### src/rtl/multdiv_pkg.sv
// Shared types and defaults for the iterative multiply/divide control path.
package multdiv_pkg;
  typedef enum logic [1:0] {
    IDLE = 2'd0,
    LOAD = 2'd1,
    RUN  = 2'd2,
    DONE = 2'd3
  } state_t;

  localparam int DEF_CNT_W      = 6;
  localparam int DEF_MULT_STEPS = 32;
  localparam int DEF_DIV_STEPS  = 32;
endpackage

### src/rtl/iter_counter.sv
// Iteration up-counter with synchronous clear (priority) and count enable.
module iter_counter #(
  parameter int CNT_W = 6
) (
  input  logic             clk,
  input  logic             clr,
  input  logic             sclr,
  input  logic             en,
  output logic [CNT_W-1:0] value
);
  always_ff @(posedge clk or negedge clr) begin
    if (!clr)      value <= '0;
    else if (sclr) value <= '0;
    else if (en)   value <= value + CNT_W'(1);
  end
endmodule

### src/rtl/multdiv_sequencer.sv
// Control FSM for the iterative multiplier/divider: LOAD, N steps, one-cycle RDY.
module multdiv_sequencer
  import multdiv_pkg::*;
#(
  parameter int CNT_W      = DEF_CNT_W,
  parameter int MULT_STEPS = DEF_MULT_STEPS,
  parameter int DIV_STEPS  = DEF_DIV_STEPS
) (
  input  logic             clk,
  input  logic             clr,
  input  logic             ctrl_MULT,
  input  logic             ctrl_DIV,
  input  logic             divisor_zero,
  output logic             load,
  output logic             step_en,
  output logic             op_is_div,
  output logic [CNT_W-1:0] iter,
  output logic             busy,
  output logic             data_resultRDY,
  output logic             data_exception
);
  localparam logic [CNT_W-1:0] MULT_LAST = CNT_W'(MULT_STEPS - 1);
  localparam logic [CNT_W-1:0] DIV_LAST  = CNT_W'(DIV_STEPS - 1);

  state_t state, state_nxt;
  logic   start;
  logic   exc;
  logic   last_step;

  assign start     = ctrl_MULT | ctrl_DIV;
  assign last_step = (iter == (op_is_div ? DIV_LAST : MULT_LAST));

  always_ff @(posedge clk or negedge clr) begin
    if (!clr) state <= IDLE;
    else      state <= state_nxt;
  end

  always_comb begin
    state_nxt = state;
    unique case (state)
      IDLE: state_nxt = IDLE;
      LOAD: state_nxt = (op_is_div && divisor_zero) ? DONE : RUN;
      RUN:  state_nxt = last_step ? DONE : RUN;
      DONE: state_nxt = IDLE;
    endcase
    if (start) state_nxt = LOAD;
  end

  // Operation type and div-by-zero flag are captured per operation; a new
  // start discards whatever the aborted one had recorded.
  always_ff @(posedge clk or negedge clr) begin
    if (!clr) begin
      op_is_div <= 1'b0;
      exc       <= 1'b0;
    end else if (start) begin
      op_is_div <= ctrl_DIV & ~ctrl_MULT;
      exc       <= 1'b0;
    end else if (state == LOAD) begin
      exc       <= op_is_div & divisor_zero;
    end
  end

  assign load           = (state == LOAD);
  assign step_en        = (state == RUN);
  assign busy           = load | step_en;
  assign data_resultRDY = (state == DONE);
  assign data_exception = data_resultRDY & exc;

  // Clearing on start as well as load makes iter read 0 already in the LOAD
  // cycle, so an aborted op never shows a stale index there.
  iter_counter #(.CNT_W(CNT_W)) u_iter (
    .clk   (clk),
    .clr   (clr),
    .sclr  (start | load),
    .en    (step_en),
    .value (iter)
  );
endmodule

### config.mk
export PLATFORM = sky130hd
export DESIGN_NAME = multdiv_sequencer
export DESIGN_NICKNAME = d
export VERILOG_FILES = /design/src/rtl/multdiv_pkg.sv /design/src/rtl/iter_counter.sv /design/src/rtl/multdiv_sequencer.sv
export SDC_FILE = /design/constraint.sdc
export NUM_CORES = 1
export LEC_CHECK = 0
export ABC_AREA = 1
export BUFFER_PORTS_ARGS = -buffer_cell sky130_fd_sc_hd__buf_4
export CAP_MARGIN = 20
export CORE_AREA = 2 2 39 41
export DETAILED_ROUTE_END_ITERATION = 8
export DIE_AREA = 0 0 41 43
export GPL_ROUTABILITY_DRIVEN = 0
export HOLD_SLACK_MARGIN = 0.05
export SYNTH_ARGS = -nofsm -noshare
export SYNTH_HDL_FRONTEND = slang
export SYNTH_SLANG_ARGS = --single-unit
export TNS_END_PERCENT = 50
### constraint.sdc
create_clock -name clk -period 1.45 [get_ports clk]
set_clock_uncertainty 0.2 [all_clocks]
set_input_delay 0.0725 -clock clk [delete_from_list [all_inputs] [get_ports clk]]
set_output_delay 0.0725 -clock clk [all_outputs]
set_load 0.01 [all_outputs]
Word level (Yosys, flattened, before mapping)
Cells that the tools add are included.
{ "classes": {"addsub": 1, "n_eq_ne": 4, "muxes": 8, "n_bitwise": 7, "n_reduce_logical": 5} }
{ "ops": {"columns": ["cell", "n"], "rows": [
  ["6-bit two-way mux", 2],
  ["6-bit by 1-bit adder with 6-bit output (second input constant)", 1],
  ["6-bit by 5-bit equality test with 1-bit output (second input constant)", 1],
  ["2-bit one-hot mux with 3 select lines", 1],
  ["2-bit equality test (second input constant)", 2],
  ["1-bit two-way mux", 4],
  ["2-bit nonzero test", 2],
  ["1-bit bitwise AND", 3],
  ["1-bit bitwise OR", 3],
  ["2-bit by 1-bit equality test with 1-bit output (second input constant)", 1],
  ["2-bit zero test", 1],
  ["2-bit two-way mux", 1],
  ["2-bit OR reduction", 1],
  ["1-bit logical AND", 1],
  ["1-bit inverter", 1]
]} }
{ "totals": {"regBits": 10, "input_bits": 5, "output_inout_bits": 12, "word_cells": 29} }

Longest topological paths before layout
Gate-level depths: netlist of the first run.
{ "logic_depth": {"depth_word": 4, "depth_mapped": 7, "mapped_depth_nobuf": 7} }

Hierarchy
Synthesis of the first run repeated with hierarchy kept, for this count alone.
{ "hier_totals": {"hier_cells": 71, "area_unflattened_um2": 575.6} }
{ "by_module_without_submodules": {"columns": ["module", "instances", "cells_each", "area_per_inst_um2", "seq_area_each_um2"], "rows": [
  ["iter_counter", 1, 39, 320.3, 150.1],
  ["multdiv_sequencer", 1, 32, 255.2, 100.1]
]} }

Worst setup path before layout of the first run
OpenSTA, ideal clock, no wires.
{ "synth_path": {"path_kind": "reg2reg", "start": "register state[0]", "end": "register u_iter.value[5]", "setup_time_ps": 119, "t_arrival_ps": 1095, "required_ps": 1131, "slack_ps": 36, "stages_incl_launch_ff": 8, "n_path_buf": 0, "period_less_slack_ps": 1414, "path_cell_list": "dfrtp_1 inv_1 ha_1 inv_2 nor2_2 nand3_1 nand2_1 nor2_1"} }
{ "synth_between": {"elab_cells_between_ends": 5, "classes_between": "eq/ne: 2; mux: 1; bitwise: 1; reduce/logical: 1"} }
{ "synth_rtl": {"columns": ["element", "line_no", "source"], "rows": [
  ["from (decl)", "multdiv_sequencer.sv:25", "state_t state, state_nxt;"],
  ["from (signal assigned)", "multdiv_sequencer.sv:35", "else state <= state_nxt;"],
  ["2-bit equality test", "multdiv_sequencer.sv:64", "assign step_en = (state == RUN);"],
  ["net step_en", "multdiv_sequencer.sv:15", "output logic step_en,"],
  ["2-bit nonzero test (no source line)", null, null],
  ["to (signal assigned)", "iter_counter.sv:14", "else if (en) value <= value + CNT_W'(1);"],
  ["to (decl)", "iter_counter.sv:9", "output logic [CNT_W-1:0] value"]
]} }
The timed path passes the listed nets, and every way through them passes these cells.
A chain may end at the register's enable or synchronous reset.

==> results of run 1 <==
## cells in the mapped netlist
master / number
ha_1: 4
inv_2: 1
nand2_2: 1
nor3_1: 2
inv_1: 11
nor2_1: 13
dfrtp_1: 10
nand4_1: 1
nand3_2: 1
nor2_2: 2
a21oi_1: 5
nand2_1: 12
xnor2_1: 1
nand3_1: 1
o21ai_0: 1
## logic make-up after synthesis
group	Yosys count
buffers and inverters	12
AO/OA/AOI/OAI	6
XOR/XNOR	1
AND/OR/NAND/NOR	33
adder cells (fa/ha/maj)	4
flip-flops	10
## what timing repair did
action / 4_1_cts / 5_1_grt
endpoints found under the hold margin: 17 / 10
resized for setup: 3 / 8
setup buffers: 1 / 0
pin swaps: 0 / 3
hold buffers: 6 / 1
setup endpoints to repair: 2 / 17
## stage by stage
| stage | cell area, µm² | instances | hold WS, ns |
|---|---|---|---|
| floorplan | 528.0 | 66 | -0.4231 |
| global placement | 683.2 | 100 | -0.2859 |
| detailed placement | 683.2 | 100 | -0.2920 |
| CTS | 785.8 | 110 | 0.3372 |
| global route | 809.5 | 110 | 0.3914 |
| finish | 809.5 | 110 | 0.3352 |
## flip-flops by register name, summed over array words and instances (netlist names)
register and cells:
exc 1, op_is_div 1, state 2, u_iter.value 6
## path summary, 6_finish.rpt
kind / endpoint / slack [ns]
min: u_iter.value[4] / 0.34
min in group asynchronous: u_iter.value[3] / 0.52
max in group asynchronous: state[1] / 0.39
min reg2reg: u_iter.value[4] / 0.34
max: op_is_div / 0.03
max reg2reg: op_is_div / 0.03
## worst max-delay path, cell delays in order (launching register included)
cell	delay, ns
dfrtp_1	0.41
nor2_1	0.10
nor2_1	0.05
dlygate4sd3_1	0.55
## layer usage
metal | part of all wire | global-route usage
met1 | 0.44 | 0.1818
met2 | 0.48 | 0.2375
met3 | 0.049 | 0.04712
met4 | 0.029 | 0.1200
met5 | 0 | 0
## cell usage in the layout, fill, tap and decap left out, types with 2 or more instances in the layout
cell            n
clkbuf_4        3
nor3_1          2
nor2_1         13
dlygate4sd3_1   6
dfrtp_1        10
inv_1           9
a21oi_2         2
buf_4          16
ha_2            2
nand2_1        12
inv_2           3
buf_6           3
a21oi_1         3
nor2_2          2
## power breakdown
| part | switching [µW] | total (µW) | internal [µW] | leakage (µW) |
|---|---|---|---|---|
| logic | 61.7 | 132 | 69.9 | 0.000267 |
| registers | 10.3 | 299 | 288 | 0.000133 |
| clock network | 89.0 | 185 | 95.6 | 0.0000138 |
| total | 161 | 615 | 454 | 0.000414 |
## area by class of cell
class	instances	area share
multi-input cells	44	0.3184
flip-flops and latches	10	0.3091
inverters	12	0.05564
clock buffers	3	0.02782
well taps	16	0.02473
repair buffers	25	0.2643
==> results.txt, run 1 <==
----------------------------------------------------
[Global route]
  First-pass GRT wire length ... roughly 1.8 mm
  Initial antenna violation count ... 0
  Number of global-route vias before repair ... 440
  Global-route congestion overflow total ... 0
  Total routing usage reported by global routing ... 0.1599
  Maximum number of pins on one net before global-route repair ... 11

[Power and ir drop]
  Power after layout ... around 610 µW
  Peak supply drop ... approximately 0.00056 V
  Power Dens Cells ... 759.4 nW/µm²
  Reported leakage power ... 0.0004138 µW

[Setup path]
  Kind of critical path ... reg -> reg
  Critical path capture point type ... flop
  CP Launch Type ... flop
  RR Startpoint ... op_is_div
  Worst setup path start ... op_is_div
  Data arrival time at the worst-slack endpoint ... 1.36 ns
  Critical path fanouts, max ... 3
  Path depth of the worst reg2reg path ... 3
  Critical path required time ... 1.40 ns

[Floorplan]
  Ports placed on the boundary ... 17
  Placeable core area ... 1384 µm²
  Initial cell density of the core ... 0.3816
  Number of placement rows ... 14
  Die Outline Area ... 1763 µm²
  Die Y ... 43 µm
  Horizontal die dimension ... 41 µm

[STA]
  RSZ-0062 raised after global routing ... yes
  Max Slew Vio Count ... 0
  Crit share post-route ... 0.9761
  Number of failing setup endpoints in the final timing report ... 0
  Final Worst Setup Slack ... 0.03470 ns
  Time the final worst path needs with I/O delays and setup ... 1.415 ns
  Total negative setup slack ... 0 ns
  Normalized max-slew margin ... 0.8900
  Number of hold-slack violations in the final timing report ... 0
  Worst-Margin Slew ... 0.1639 ns
  Highest Clock Rate ... slightly above 0.7 GHz

[Cells and area]
  Area of combinational cells with multiple inputs ... 257.7 µm²
  Diodes inserted ... 0
  Total area of sequential cells ... 250.2 µm²
  Proportion of layout cells with a drive suffix above 1 ... 0.3617
  Area growth from synthesis to layout ... 53.32%
  Net count of the finished layout ... 105
  Filler cell count in the final layout ... 140
  Final core area utilization ... 0.5850

[Detailed routing]
  Post-detailed-route count of antenna-violating nets ... 0
  Detailed Route Iter0 Violations ... 2
  WL per Instance ... 10.34 µm
  Routed wire length ... 1.137 mm
  Number of search-and-repair iterations in the first detailed-routing pass ... 4
  Vias per Instance ... between 4 and 5
  Post-detailed-route DRC marker count ... 0
  Vias after detailed routing ... 500

[Logic synthesis]
  Share of Yosys cell area claimed by the top area cell type ... 0.4739
  Post-Synth XOR/XNOR Area ... 0.01659
  Synthesized-area fraction occupied by and/or/nand/nor cells ... 0.2725
  Cells taking the most area after synthesis ... dfrtp_1 (47%), ha_1 (9.5%), nor2_1 (9.2%)
  Syn_nets ... 75
  Share of synthesized area spent on multiplexers ... 0
  Synthesized area per cell ... 8.000 µm²
  Compound-Gate Fraction of Synth Area ... 0.05687
  Main combinational cell family by area after synthesis ... simple AND/OR/NAND/NOR gates
  Portion of the post-synthesis area used by sequential elements ... 0.4739
  YS warnings ... 0
  Count of state elements after synthesis ... 10
  Synth area leader ... dfrtp_1
  Library cells used by synthesis ... 15
  Cell Area, Synth ... 528.0 µm²
  Adder-Cell Fraction of Synth Area ... 0.09479
  Post-Syn Instances ... 66

[Min path]
  Hold path startpoint ... u_iter.value[4]
  Class of the tightest hold or removal check ... reg -> reg
  Worst Hold Path Cells ... 2

[Clock tree]
  Clock transition at path regs ... 0.06 ns
  Clock Root Buffer ... clkbuf_4
  Number of clock sinks ... 10
  Total clock buffers created by CTS ... 3
  Skew-Pair Late Insertion Delay ... 0.26 ns
  Clock tree from TritonCTS ... built
  Buffers from clock root to sink, at most ... 2
  Deepest level of the CTS H-tree ... 1

[Run status]
  Outcome ... finished, final reports clean

[Placement]
  Pre-CTS worst setup slack ... 0.04054 ns
  Total half-perimeter wirelength after legalization and detailed placement ... 835.2 µm
  Quantity of I/O buffers inserted on ports ... 16

[Job]
  Max-Cap Viols ... 0

----------------------------------------------------
Note: power is estimated with default switching activity, not from simulation.
==> inputs of run 2 (changes only) <==
Settings changed: PLACE_DENSITY_LB_ADDON from default to 0.08, SYNTH_HIERARCHICAL from default to 1.
==> results.txt, run 2 <==
----------------------------------------------------
[Run status]
  Violated checks ... negative setup slack
  Outcome ... finished with violations

[Detailed routing]
  DR top layer ... met4
  Vias after detailed routing ... between 500 and 600
  Detailed Route Iter0 Violations ... 6
  Sum of routed wire segments on met1 ... 570 µm
  Vias per Instance ... approximately 4.9
  Routed wire length ... 1.381 mm
  Post-detailed-route count of antenna-violating nets ... 0
  Wire length on met3 ... about 84 µm
  WL per Instance ... 11.61 µm
  Number of search-and-repair iterations in the first detailed-routing pass ... 4
  Post-detailed-route DRC marker count ... 0
  Wire length on met2 ... 701 µm

[Logic synthesis]
  Number of enable flip-flop cells after synthesis ... 0
  Count of state elements after synthesis ... 10
  Portion of the post-synthesis area used by sequential elements ... 0.4348
  Synth area leader ... dfrtp_1
  Library cells used by synthesis ... 16
  Library cell with the highest instance count after synthesis ... nand2_1
  Post-synth top cells ... nand2_1 (16), dfrtp_1 (10), nor2_1 (10)
  Cells taking the most area after synthesis ... dfrtp_1 (43%), nand2_1 (10%), ha_1 (8.7%)
  Cell Area, Synth ... approximately 580 µm²
  Post-Syn Instances ... 71
  Share of Yosys cell area claimed by the top area cell type ... 0.4348
  Most used flip-flop cell after synthesis ... dfrtp_1
  Synthesized area per cell ... 8.106 µm²
  Share of flip-flops with an asynchronous set or reset after synthesis ... 1.000
  YS warnings ... 6
  Syn_nets ... 80

[Setup path]
  Critical path capture point type ... flop
  Critical path required time ... 1.41 ns
  CP Launch Type ... flop
  Critical path fanouts, max ... 5
  Kind of critical path ... reg -> reg
  Data arrival time at the worst-slack endpoint ... 1.42 ns

[STA]
  Number of hold-slack violations in the final timing report ... 0
  Highest Clock Rate ... 0.6879 GHz
  Total negative setup slack ... -0.003598 ns
  Number of failing setup endpoints in the final timing report ... 1
  Final Worst Setup Slack ... -0.003598 ns
  Crit share post-route ... 1.002
  Normalized max-slew margin ... 0.8264
  Worst-Margin Slew ... around 0.26 ns
  Time the final worst path needs with I/O delays and setup ... 1.454 ns
  Max Slew Vio Count ... 0
  RSZ-0062 raised after global routing ... yes

[Power and ir drop]
  Reported leakage power ... 0.0004442 µW
  Power Dens Cells ... 793.8 nW/µm²
  Power after layout ... 719.1 µW
  Peak supply drop ... 0.0006708 V

[Floorplan]
  Horizontal die dimension ... 41 µm
  Die Outline Area ... ~1800 µm²
  Initial cell density of the core ... 0.4159
  Number of placement rows ... 14
  Placeable core area ... between 1000 and 1500 µm²
  Die Y ... ~43 µm
  Ports placed on the boundary ... 17

[Cells and area]
  Area growth from synthesis to layout ... 57.39%
  Net count of the finished layout ... 113
  Diodes inserted ... 0
  Proportion of layout cells with a drive suffix above 1 ... 0.4951
  Largest reg by FF count ... u_iter/value
  Commonest non-fill, non-tap cells in the layout ... buf_4 (21), nand2_1 (16), nor2_1 (10), inv_2 (8), dfrtp_1 (8)
  Commonest non-fill, non-tap cell in the layout ... buf_4
  Biggest regs ... u_iter/value: 6 flops, state: 2 flops
  Largest register FFs ... 6

[Min path]
  Class of the tightest hold or removal check ... in -> async

[Clock tree]
  Total clock buffers created by CTS ... 3
  Number of clock sinks ... 10
  Clock transition at path regs ... 0.07 ns
  Clock tree from TritonCTS ... built
  Buffers from clock root to sink, at most ... 2
  Clock Root Buffer ... clkbuf_4
  Skew-Pair Late Insertion Delay ... 0.27 ns
  Deepest level of the CTS H-tree ... 1

[Global route]
  Total routing usage reported by global routing ... 0.2045
  Initial antenna violation count ... 0
  First-pass GRT wire length ... 2.428 mm
  Maximum number of pins on one net before global-route repair ... 11
  Number of global-route vias before repair ... 578
  Global-route congestion overflow total ... 0

[Placement]
  Quantity of I/O buffers inserted on ports ... 16
  Total half-perimeter wirelength after legalization and detailed placement ... about 950 µm

[Job]
  Max-Cap Viols ... 0

----------------------------------------------------
run 2: cell count changes after synthesis, moves of 2 or more:
cell and delta:
inv_1 -5, nand3_1 +5, inv_2 +4, nand2_1 +4
nor2_1 -3, a21oi_1 -2, nor2_4 +2, nor3_1 -2
run 2: worst paths after layout:
path / startpoint / depth (start not counted) / to / slack (ns)
worst min-delay path: clr / 3 / u_iter/value[0] / 0.05
min in group clk: ctrl_DIV / 8 / u_iter/value[0] / 0.12
worst max-delay path: state[1] / 8 / u_iter/value[3] / -0.004
max in group asynchronous: clr / 3 / state[1] / 0.83
worst min register to register: u_iter/value[5] / 2 / u_iter/value[5] / 0.38
worst max register to register: state[1] / 8 / u_iter/value[3] / -0.004
run 2: critical path: stages (launching register included):
cell and delay, ns:
dfrtp_2 0.41, inv_2 0.06, ha_4 0.17, nor2_4 0.09
inv_2 0.06, nor2_4 0.11, inv_2 0.08, a21oi_2 0.13
nor2_1 0.05
run 2: cell families after synthesis:
| kind of cell | after synthesis | synth area share |
|---|---|---|
| flops | 10 | 0.4348 |
| compound gates | 5 | 0.04999 |
| fa+ha+maj | 4 | 0.08696 |
| simple gates | 41 | 0.3565 |
| buf+inv | 11 | 0.07174 |
run 2: final cells by class:
class                      instances  area (µm²)
sequential                        10       252.7
multi-input combinational         50       321.6
clock buffer                       4       36.28
timing repair buffer              28       231.5
inverter                          11       43.79
tap                               16       20.02
fill                             136       478.0
run 2: power by group:
| group | switching (µW) | leakage [µW] | internal, µW |
|---|---|---|---|
| logic | 75.1 | 0.000292 | 88.3 |
| registers | 10.8 | 0.000131 | 289 |
| clock network | 103 | 0.0000210 | 153 |
| total | 189 | 0.000444 | 530 |
run 2: layer usage:
metal | up-vias | global-route usage
li1 | 288 | -
met3 | 4 | 0.04712
met5 | - | 0
met4 | 0 | 0.1000
met1 | 272 | 0.2550
met2 | 24 | 0.3156
run 2: through the flow:
stage | setup slack, ns | hold slack (ns) | instances | cell area, µm² | utilization
floorplan | 0.002725 | -0.4231 | 71 | 595.6 | -
global placement | 0.01176 | -0.2875 | 107 | 765.7 | 0.5533
detailed placement | -0.01293 | -0.2861 | 107 | 765.7 | 0.5533
CTS | -0.02612 | 0.1100 | 119 | 903.4 | 0.6528
global route | -0.07340 | 0.06958 | 119 | 905.9 | 0.6546
finish | -0.003598 | 0.05416 | 119 | 905.9 | 0.6546
run 2: what timing repair did:
action | 4_1_cts | 5_1_grt
endpoints found under the hold margin | 14 | 0
hold buffers | 5 | 0
gates resized for setup | 9 | 4
pin swaps | 3 | 3
buffers inserted | 3 | 0
setup endpoints to repair | 5 | 21
==> inputs of run 3 (changes only) <==
Settings changed: SETUP_SLACK_MARGIN from default to 0.5.
==> results.txt, run 3 (synthesis results as in run 2) <==
----------------------------------------------------
[Run status]
  Outcome ... finished with violations
  Violated checks ... negative hold slack, negative setup slack

[Clock tree]
  Clock tree from TritonCTS ... built
  Total clock buffers created by CTS ... 3
  Clock transition at path regs ... approximately 0.060 ns
  Deepest level of the CTS H-tree ... 1
  Buffers from clock root to sink, at most ... 2
  Post-CTS Hold Buffers ... 1
  Clock Root Buffer ... clkbuf_4
  Skew-Pair Late Insertion Delay ... 0.26 ns
  Number of clock sinks ... 10

[STA]
  RSZ-0062 raised after global routing ... yes
  Number of failing setup endpoints in the final timing report ... 4
  Time the final worst path needs with I/O delays and setup ... 1.476 ns
  Worst-Margin Slew ... ~0.22 ns
  Final Worst Setup Slack ... -0.02632 ns
  Highest Clock Rate ... 0.6774 GHz
  Max Slew Vio Count ... 0
  Normalized max-slew margin ... 0.8523
  Crit share post-route ... 1.018
  Number of hold-slack violations in the final timing report ... 14
  Hold Slack ... -0.2277 ns

[Detailed routing]
  Number of search-and-repair iterations in the first detailed-routing pass ... 4
  Wire length on met2 ... approximately 670 µm
  Detailed Route Iter0 Violations ... 5
  DR top layer ... met4
  Sum of routed wire segments on met1 ... roughly 540 µm
  WL per Instance ... roughly 12 µm
  Post-detailed-route DRC marker count ... 0
  Vias per Instance ... 4.816
  Post-detailed-route count of antenna-violating nets ... 0
  Routed wire length ... between 1 and 1.5 mm
  Vias after detailed routing ... 549
  Wire length on met3 ... 67 µm

[Cells and area]
  Biggest regs ... u_iter/value: 6 flops, state: 2 flops
  Diodes inserted ... 0
  Commonest non-fill, non-tap cell in the layout ... buf_4
  Largest register FFs ... 6
  Area of all placed cells without fillers ... about 900 µm²
  Area of combinational cells with multiple inputs ... 344.1 µm²
  Commonest non-fill, non-tap cells in the layout ... buf_4 (16), nand2_1 (15), nor2_1 (10)
  Net count of the finished layout ... 109
  Largest reg by FF count ... u_iter/value
  Total area of sequential cells ... 254.0 µm²
  Filler cell count in the final layout ... 134
  Area growth from synthesis to layout ... 56.09%
  Proportion of layout cells with a drive suffix above 1 ... 0.5714

[Placement]
  Area post-placement ... 760.7 µm²
  Quantity of I/O buffers inserted on ports ... 16
  Total half-perimeter wirelength after legalization and detailed placement ... 950.2 µm

[Global route]
  Maximum number of pins on one net before global-route repair ... 11
  Initial antenna violation count ... 0
  Number of global-route vias before repair ... 517
  First-pass GRT wire length ... 2.159 mm
  Global-route congestion overflow total ... 0
  Total routing usage reported by global routing ... 0.1878

[Floorplan]
  Number of placement rows ... 14
  Horizontal die dimension ... around 40 µm
  Placeable core area ... 1384 µm²
  Die Y ... 43 µm
  Die Outline Area ... between 1500 and 2000 µm²
  Initial cell density of the core ... 0.4159
  Ports placed on the boundary ... 17

[Min path]
  Class of the tightest hold or removal check ... in -> reg

[Job]
  Max-Cap Viols ... 0

[Setup path]
  Kind of critical path ... reg -> out
  CP Launch Type ... flop
  Critical path required time ... between 1 and 1.5 ns
  Data arrival time at the worst-slack endpoint ... 1.20 ns
  Critical path capture point type ... primary output
  Critical path fanouts, max ... 2

[Power and ir drop]
  Power after layout ... ~650 µW
  Peak supply drop ... 0.0005210 V
  Power Dens Cells ... 720.3 nW/µm²
  Reported leakage power ... 0.0004184 µW

----------------------------------------------------
run 3: path summary, 6_finish.rpt:
path	start	to	slack [ns]	cells after the start
setup / recovery	state[1]	data_exception	-0.03	5
hold / removal	ctrl_MULT	op_is_div	-0.23	2
setup reg to reg	state[0]	u_iter/value[2]	-0.01	7
hold reg to reg	op_is_div	op_is_div	0.35	2
max in group asynchronous	clr	u_iter/value[1]	0.92	2
min in group asynchronous	clr	state[0]	-0.02	2
run 3: area by class of cell:
class	count	area share
clock buffers	3	0.02507
inverters	11	0.05432
flip-flops and latches	10	0.2827
well taps	16	0.02228
repair buffers	24	0.2326
multi-input cells	50	0.3830
run 3: routing by layer:
metal  GRT usage  up-vias
li1            -      276
met1      0.2133      251
met2      0.2781       16
met3     0.06283        6
met4      0.1333        0
met5           0        -
run 3: report_power, final:
group	leakage [µW]	switching, µW	internal [µW]	total, µW
registers	0.000128	9.48	288	298
logic	0.000276	77.0	87.0	164
clock network	0.0000138	89.8	95.7	186
total	0.000418	176	471	647
run 3: per-stage QoR:
stage / TNS (ns) / hold slack [ns] / utilization / worst slack (ns) / cells
2_1_floorplan: 0 / -0.4231 / - / 0.05618 / 71
3_3_place_gp: 0 / -0.2894 / 0.5497 / 0.02528 / 105
3_5_place_dp: 0 / -0.2893 / 0.5497 / 0.007755 / 105
4_1_cts: -0.07004 / -0.2308 / 0.6103 / -0.02874 / 111
5_1_grt: -0.5914 / -0.2332 / 0.6492 / -0.1153 / 114
6_report: -0.05281 / -0.2277 / 0.6492 / -0.02632 / 114
run 3: worst max-delay path, stage by stage (launching register included):
cell     delay, ns
dfrtp_1       0.40
buf_6         0.13
ha_1          0.19
nand2_1       0.06
inv_1         0.03
buf_4         0.13
run 3: repair_timing:
item                                    in CTS  in global routing
buffers inserted                             2                  3
endpoints found under the setup margin      21                 21
pin swaps                                    2                  3
cloned                                       0                  0
resized for setup                           11                 10
endpoints found under the hold margin       14                 14
